## config.mk

```make
export PLATFORM = sky130hd
export DESIGN_NAME = uart_rx
export DESIGN_NICKNAME = d
export VERILOG_FILES = /design/src/rtl/uart_pkg.sv /design/src/rtl/uart_sync2.sv /design/src/rtl/uart_rx.sv
export SDC_FILE = /design/constraint.sdc
export NUM_CORES = 1
export LEC_CHECK = 0
export CORE_MARGIN = 1
export CORE_UTILIZATION = 50
export CTS_CLUSTER_DIAMETER = 150
export DETAILED_ROUTE_END_ITERATION = 12
export GPL_ROUTABILITY_DRIVEN = 0
export GPL_TIMING_DRIVEN = 1
export PLACE_DENSITY_LB_ADDON = 0.15
export RECOVER_POWER = 100
export SLEW_MARGIN = 20
export SYNTH_ARGS = -nofsm -noshare
export SYNTH_HDL_FRONTEND = slang
export SYNTH_SLANG_ARGS = --single-unit
```

## constraint.sdc

```tcl
create_clock -name PCLK -period 1.7 [get_ports PCLK]
set_clock_uncertainty 0.1 [all_clocks]
set_input_delay 0.425 -clock PCLK [delete_from_list [all_inputs] [get_ports PCLK]]
set_output_delay 0.425 -clock PCLK [all_outputs]
set_load 0.05 [all_outputs]
```

## src/rtl/uart_pkg.sv

```systemverilog
// Shared UART definitions: FSM state encodings and baud-rate helpers.
// Imported by the receiver, the transmitter and the synchronizer users.
package uart_pkg;

  typedef enum logic [1:0] {
    S_IDLE  = 2'b00,
    S_START = 2'b01,
    S_DATA  = 2'b10,
    S_STOP  = 2'b11
  } uart_state_e;

  function automatic int clks_per_bit(
    input int clk_freq,
    input int baud_rate
  );
    return clk_freq / baud_rate;
  endfunction

endpackage

```

## src/rtl/uart_sync2.sv

```systemverilog
// Two-flop synchronizer for a single asynchronous input.
// Synchronous active-low reset loads RST_VAL into both stages.
module uart_sync2 #(
  parameter logic RST_VAL = 1'b1
) (
  input  logic clk_i,
  input  logic rst_ni,
  input  logic d_i,
  output logic q_o
);

  logic meta_q;
  logic sync_q;

  always_ff @(posedge clk_i) begin
    if (!rst_ni) begin
      meta_q <= RST_VAL;
      sync_q <= RST_VAL;
    end else begin
      meta_q <= d_i;
      sync_q <= meta_q;
    end
  end

  assign q_o = sync_q;

endmodule

```

## src/rtl/uart_rx.sv

```systemverilog
// UART receiver: recovers start/data(LSB first)/stop frames from rx_serial.
// Samples each bit at its midpoint; rx_data only moves on a good stop bit.
module uart_rx
  import uart_pkg::*;
#(
  parameter int BAUD_RATE = 9600,
  parameter int CLK_FREQ  = 100_000_000,
  parameter int DATA_BITS = 8
) (
  input  logic                 PCLK,
  input  logic                 PRESETn,
  input  logic                 rx_serial,
  output logic [DATA_BITS-1:0] rx_data,
  output logic                 rx_done,
  output logic                 rx_busy,
  output logic                 rx_frame_err
);

  localparam int CLKS_PER_BIT = clks_per_bit(CLK_FREQ, BAUD_RATE);
  localparam int HALF_BIT     = CLKS_PER_BIT / 2;
  localparam int CW = $clog2(CLKS_PER_BIT) + 1;
  localparam int BW = $clog2(DATA_BITS) + 1;

  localparam logic [CW-1:0] BIT_END  = CW'(CLKS_PER_BIT - 1);
  localparam logic [CW-1:0] HALF_END = CW'(HALF_BIT - 1);
  localparam logic [BW-1:0] LAST_BIT = BW'(DATA_BITS - 1);

  logic rx_s;

  uart_sync2 #(
    .RST_VAL (1'b1)
  ) u_sync (
    .clk_i  (PCLK),
    .rst_ni (PRESETn),
    .d_i    (rx_serial),
    .q_o    (rx_s)
  );

  uart_state_e          state_q, state_d;
  logic [CW-1:0]        clk_cnt_q, clk_cnt_d;
  logic [BW-1:0]        bit_cnt_q, bit_cnt_d;
  logic [DATA_BITS-1:0] shift_q, shift_d;
  logic [DATA_BITS-1:0] data_q, data_d;
  logic                 done_q, done_d;
  logic                 busy_q, busy_d;
  logic                 ferr_q, ferr_d;

  always_ff @(posedge PCLK) begin
    if (!PRESETn) begin
      state_q   <= S_IDLE;
      clk_cnt_q <= '0;
      bit_cnt_q <= '0;
      shift_q   <= '0;
      data_q    <= '0;
      done_q    <= 1'b0;
      busy_q    <= 1'b0;
      ferr_q    <= 1'b0;
    end else begin
      state_q   <= state_d;
      clk_cnt_q <= clk_cnt_d;
      bit_cnt_q <= bit_cnt_d;
      shift_q   <= shift_d;
      data_q    <= data_d;
      done_q    <= done_d;
      busy_q    <= busy_d;
      ferr_q    <= ferr_d;
    end
  end

  always_comb begin
    state_d   = state_q;
    clk_cnt_d = clk_cnt_q;
    bit_cnt_d = bit_cnt_q;
    shift_d   = shift_q;
    data_d    = data_q;
    done_d    = 1'b0;
    busy_d    = busy_q;
    ferr_d    = 1'b0;
    unique case (state_q)
      S_IDLE: begin
        clk_cnt_d = '0;
        bit_cnt_d = '0;
        busy_d    = 1'b0;
        if (!rx_s) begin
          state_d = S_START;
          busy_d  = 1'b1;
        end
      end
      S_START: begin
        if (clk_cnt_q == HALF_END) begin
          clk_cnt_d = '0;
          // A start bit that is high again at its midpoint is noise.
          if (!rx_s) begin
            state_d = S_DATA;
          end else begin
            state_d = S_IDLE;
            busy_d  = 1'b0;
          end
        end else begin
          clk_cnt_d = clk_cnt_q + 1'b1;
        end
      end
      S_DATA: begin
        if (clk_cnt_q == BIT_END) begin
          clk_cnt_d = '0;
          shift_d   = {rx_s, shift_q[DATA_BITS-1:1]};
          if (bit_cnt_q == LAST_BIT) begin
            bit_cnt_d = '0;
            state_d   = S_STOP;
          end else begin
            bit_cnt_d = bit_cnt_q + 1'b1;
          end
        end else begin
          clk_cnt_d = clk_cnt_q + 1'b1;
        end
      end
      S_STOP: begin
        if (clk_cnt_q == BIT_END) begin
          clk_cnt_d = '0;
          state_d   = S_IDLE;
          busy_d    = 1'b0;
          if (rx_s) begin
            data_d = shift_q;
            done_d = 1'b1;
          end else begin
            ferr_d = 1'b1;
          end
        end else begin
          clk_cnt_d = clk_cnt_q + 1'b1;
        end
      end
      default: begin
        state_d = S_IDLE;
        busy_d  = 1'b0;
      end
    endcase
  end

  assign rx_data      = data_q;
  assign rx_done      = done_q;
  assign rx_busy      = busy_q;
  assign rx_frame_err = ferr_q;

endmodule

```

# After elaboration in Yosys (flattened, before gate mapping)
# Cells that the tools add are included.
classes:
  add_sub_neg: 2
  n_reduce_logical: 10
  muxes: 19
  n_eq_ne: 12
op_table:
  columns: ["cell", "count"]
  rows:
  - ["one-hot mux 15 bit (3 select lines)", 1]
  - ["2-to-1 mux 15 bit", 2]
  - ["adder 15 x 1 -> 15 bit (second input constant)", 1]
  - ["equality test 15 x 13 -> 1 bit (second input constant)", 1]
  - ["equality test 15 x 14 -> 1 bit (second input constant)", 1]
  - ["2-to-1 mux 2 bit", 6]
  - ["inequality test 2 bit (second input constant)", 5]
  - ["2-to-1 mux 4 bit", 2]
  - ["one-hot mux 2 bit (4 select lines)", 1]
  - ["one-hot mux 4 bit (2 select lines)", 1]
  - ["AND reduction 3 bit", 2]
  - ["2-to-1 mux 1 bit", 5]
  - ["AND reduction 5 bit", 1]
  - ["adder 4 x 1 -> 4 bit (second input constant)", 1]
  - ["equality test 2 bit (second input constant)", 2]
  - ["equality test 4 x 3 -> 1 bit (second input constant)", 1]
  - ["AND reduction 2 bit", 2]
  - ["AND reduction 4 bit", 1]
  - ["one-hot mux 1 bit (3 select lines)", 1]
  - ["nonzero test 3 bit", 1]
  - ["equality test 2 x 1 -> 1 bit (second input constant)", 1]
  - ["logical NOT 2 bit", 1]
  - ["inequality test 2 x 1 -> 1 bit (second input constant)", 1]
  - ["nonzero test 2 bit", 1]
  - ["OR reduction 2 bit", 1]
word_totals:
  out_inout_bits: 11
  ff_bits: 42
  in_bits: 3
  elab_cells: 53

# Depth between registers and ports, before layout
# Gate-level depths: netlist of run 1.
depth:
  ltp_word: 4
  depth_mapped: 6
  mapped_depth_nobuf: 5

# Cells and area by module
# Synthesis of run 1 repeated with hierarchy kept, for this count alone.
hier_totals:
  cells_unflattened: 211
  area_unflattened_um2: 1866.8
by_module_without_submodules:
  columns: ["mod", "cells_per_inst", "seq_area_each_um2", "area_each_um2", "n_inst"]
  rows:
  - ["uart_rx", 207, 800.8, 1814.2, 1]
  - ["uart_sync2", 4, 40.0, 52.6, 1]

# Worst setup path after synthesis of run 1
# No wires, ideal clock.
synth_path:
  path_kind: "flip-flop to flip-flop"
  startpoint: "reg clk_cnt_q[0]"
  endpoint: "reg clk_cnt_q[10]"
  n_path_buf: 1
  t_arrival_ns: 1.558
  synth_period_minus_slack_ns: 1.775
  t_required_ns: 1.483
  path_stages_with_launch: 7
  slack_ns: -0.075
  setup_ns: 0.117
  path_cell_list: "dfxtp_1 ha_1 and4_1 a41oi_2 o221ai_2 buf_2 nor2_1"
synth_between:
  elab_chain_cells: 3
  elab_cells_between_ends: 6
  classes_between: "add/sub (1); eq/ne (2); mux (3)"
synth_lines:
  columns: ["element", "line", "source"]
  rows:
  - ["from (decl)", "uart_rx.sv:40", "logic [CW-1:0] clk_cnt_q, clk_cnt_d;"]
  - ["from (signal assigned)", "uart_rx.sv:60", "clk_cnt_q <= clk_cnt_d;"]
  - ["adder 15 x 1 -> 15 bit, or another cell as far along", "uart_rx.sv:100, uart_rx.sv:114, uart_rx.sv:129", null]
  - ["2-to-1 mux 15 bit (on tied branches)", "uart_rx.sv:104, uart_rx.sv:118, uart_rx.sv:90", null]
  - ["one-hot mux 15 bit (3 select lines) *", "uart_rx.sv:79", "unique case (state_q)"]
# Mark *: on every way between the ends. The rest lies on a longest branch, timed or not.
# A chain may end at the register's enable or synchronous reset.

# Worst setup path in the final report of run 1
layout_path:
  startpoint: "reg clk_cnt_q[7]"
  endpoint: "reg clk_cnt_q[14]"
# Same word-level chain as after synthesis.

==> results of run 1 <==
## cells in the final DEF, fill, tap and decap left out, types with 3 or more instances in the layout
cell type,netlist,routed
sky130_fd_sc_hd__dfxtp_1,42,36
sky130_fd_sc_hd__nand3_1,25,24
sky130_fd_sc_hd__buf_4,0,22
sky130_fd_sc_hd__a21oi_1,21,20
sky130_fd_sc_hd__nor2_1,19,19
sky130_fd_sc_hd__o21ai_0,18,18
sky130_fd_sc_hd__inv_1,10,10
sky130_fd_sc_hd__nand2_1,9,9
sky130_fd_sc_hd__xnor2_1,8,8
sky130_fd_sc_hd__clkbuf_2,0,8
sky130_fd_sc_hd__dfxtp_2,0,6
sky130_fd_sc_hd__clkbuf_8,0,5
sky130_fd_sc_hd__nand4_1,4,4
sky130_fd_sc_hd__nor4_1,4,4
sky130_fd_sc_hd__nand2b_1,4,4
sky130_fd_sc_hd__nor3_1,4,4
sky130_fd_sc_hd__xor2_1,3,3
sky130_fd_sc_hd__dlymetal6s2s_1,0,3
sky130_fd_sc_hd__buf_12,0,3
## through the flow
stage / total power [mW] / setup slack [ns] / std cells
after floorplan: 1.039 / -0.01375 / 216
after global placement: 1.062 / -0.03391 / 287
after detailed placement: 1.064 / -0.01147 / 287
after CTS: 1.999 / 0.0007320 / 296
after global routing: 2.046 / -0.02477 / 297
final: 1.988 / 0.02793 / 297
## layout make-up
| cell class | count | area, sq um | area share |
|---|---|---|---|
| clock buffer | 5 | 68.82 | 0.02869 |
| clock inverter | 3 | 68.82 | 0.02869 |
| inverter | 10 | 37.54 | 0.01565 |
| multi-input combinational | 153 | 994.7 | 0.4147 |
| sequential | 42 | 848.3 | 0.3537 |
| tap | 46 | 57.56 | 0.02400 |
| timing repair buffer | 38 | 322.8 | 0.1346 |
## critical path: stages, from the launching register on
cell,delay [ns]
sky130_fd_sc_hd__dfxtp_1,0.42
sky130_fd_sc_hd__nand4_2,0.14
sky130_fd_sc_hd__or3_4,0.34
sky130_fd_sc_hd__or4_4,0.48
sky130_fd_sc_hd__a21oi_2,0.13
## kinds of logic after synthesis
family | count (synthesis)
and+or+nand+nor | 86
AOI/OAI and AO/OA | 53
DFF | 42
buffers and inverters | 21
xor gates and xnor gates | 11
adders and majority gates | 2
muxes | 1
## routing by layer
layer / global-route usage / vias to the layer above / wire [um]
li1: - / 844 / -
met1: 0.2716 / 820 / 1901
met2: 0.4005 / 55 / 2232
met3: 0.06884 / 9 / 214
met4: 0.09091 / 0 / 61
met5: 0 / - / 0
## power by group
group | switching, mW | internal [mW]
Clock | 0.360 | 0.588
Sequential | 0.00421 | 0.987
Combinational | 0.0272 | 0.0210
## path summary, 6_finish.rpt
path,start,end,slack (ns),cells after the start
worst max-delay path,clk_cnt_q[7],clk_cnt_q[14],0.03,4
worst min-delay path,u_sync.meta_q,u_sync.q_o,0.32,1
worst max register to register,clk_cnt_q[7],clk_cnt_q[14],0.03,4
worst min register to register,u_sync.meta_q,u_sync.q_o,0.32,1
## registers in the layout, indices dropped and copies added (netlist names), named ones only
name           cells
u_sync.q_o         1
rx_done            1
rx_frame_err       1
bit_cnt_q          4
rx_data            8
u_sync.meta_q      1
state_q            1
shift_q            8
clk_cnt_q         15
rx_busy            1
## what timing repair did
item	CTS	global route
endpoints found under the setup margin	9	38
buffers inserted	1	1
pin swaps	1	4
gates cloned	0	0
resized for setup	5	9
==> reports/qor.tcl, run 1 <==
set qor(yosysTopAreaCellShare) 0.4489
set qor(totalNegativeSetupSlack_ns) 0
set qor(insertion_delay_ns) 0.30
set qor(achievable-frequency_mhz) 598.1
set qor(final_util) 0.6916
set qor(io_buffers) 13
set qor(ctsHoldBuffers) 0
set qor(max_cap_viol_count) 0
set qor(wire_length_of_the_first_global_routing_pass_um) 7265
set qor(die_width_um) 63.21
set qor(final_period_minus_worst_setup_slack_ns) 1.672
set qor(status) {completed}
set qor(dr.pass1.iters) 4
set qor(antenna_found_initial) 0
set qor(synth_top_cell_by_area) {sky130_fd_sc_hd__dfxtp_1}
set qor(grt_start_max_net_pins) 20
set qor(number_of_global_route_vias_before_repair) 1623
set qor(place_area_sq_um) 2340
set qor(final_max_slew_viol_count) 0
set qor(htree_levels) 2
set qor(layout.filler_cells) 267
set qor(synthCells) 216
set qor(die_area_sq_um) 3995
set qor(critPathLaunchType) {flip-flop}
set qor(worstMarginPinSlew_ns) 0.5022
set qor(postSynthNetCount) 221
set qor(cts_max_path_buffers) 2
set qor(cts_made_buffers) 5
set qor(vias_per_cell) 5.818
set qor(die_extent_in_y_um) 63.21
set qor(initial_utilization) 0.5400
set qor(synthToLayoutAreaGrowth_pct) 28.06
set qor(drt_first_iter_violations) 132
set qor(critical_path.endpoint_type) {flip-flop}
set qor(post_synth_num_cell_types) 43
set qor(fin_nets) 255
set qor(worstPathArrival_ns) 1.82
set qor(synth-compound-area-share) 0.1730
set qor(synth_ff_type) {sky130_fd_sc_hd__dfxtp_1}
set qor(grtUsageTotal) 0.2335
set qor(period_share) 0.9836
set qor(post_drt_wl_per_cell_um) 14.85
set qor(gr-total-overflow) 0
set qor(yosys_warnings) 0
set qor(post-synth-top-count-cell) {sky130_fd_sc_hd__dfxtp_1}
set qor(cp_max_fo) 4
set qor(path_clk_slew_ns) 0.09
set qor(tritoncts) {built}
set qor(timing.setup.critical_path_class) {reg2reg}
set qor(synth_edf_count) 0
set qor(final-setup-viol-count) 0
set qor(mux_contribution_to_synthesized_area) 0.005344
set qor(cts_sinks) 42
set qor(post-dp-hpwl_um) 3017
set qor(grt_setup_unrepaired) {true}
set qor(route.antenna.remaining_nets) 0
set qor(synth.ff_latch_count) 42
set qor(final_design_area_no_fill_sq_um) 2399
set qor(ports_placed_on_the_boundary) 14
set qor(synth_simple_gate_area_frac) 0.2632
set qor(post_synth_adder_cell_area) 0.01336
set qor(yosysSeqAreaShare) 0.4489
set qor(drt_wl_total_um) 4410
set qor(drive_gt1_frac) 0.2590
set qor(worst_relative_slew_slack) 0.6646
set qor(static-leakage-power_nw) 0.8756
set qor(synthesis.area_sq_um) 1873
set qor(coreArea_sq_um) 3468
set qor(synthXorXnorAreaFrac) 0.05144
set qor(rows) 21
set qor(worstPathRequired_ns) 1.84
set qor(holdWs_ns) 0.3204
set qor(clock_tree.root_cell) {sky130_fd_sc_hd__clkbuf_8}
set qor(avgSynthCellArea_sq_um) 8.672
set qor(powerDensity_nw_per_um2) 828.8
set qor(route.vias.total) 1728
set qor(async_set_or_reset_flop_fraction_in_the_synthesized_netlist) 0
set qor(synth.area.top_cells) {sky130_fd_sc_hd__dfxtp_1 (45%), sky130_fd_sc_hd__nand3_1 (6.7%), sky130_fd_sc_hd__a21oi_1 (5.6%)}
set qor(detail_route.drc_violations) 0
set qor(synth.top_cells.by_count) {sky130_fd_sc_hd__dfxtp_1 (42), sky130_fd_sc_hd__nand3_1 (25), sky130_fd_sc_hd__a21oi_1 (21)}
set qor(n_antenna_cell) 0
set qor(finalHoldViolations) 0
set qor(largest_family_of_logic_cells_by_synthesized_area) {simple AND/OR/NAND/NOR gates}
set qor(min_path_type) {reg2reg}
set qor(irDropWorstVdd_v) 0.0005197
Power figures use the tool's default switching activity.
==> run 2: changes to the inputs <==
Settings changed: SLEW_MARGIN 20 to default.
==> results of run 2 <==
Same layout as run 1: the final DEF is identical, and so are final timing and power.
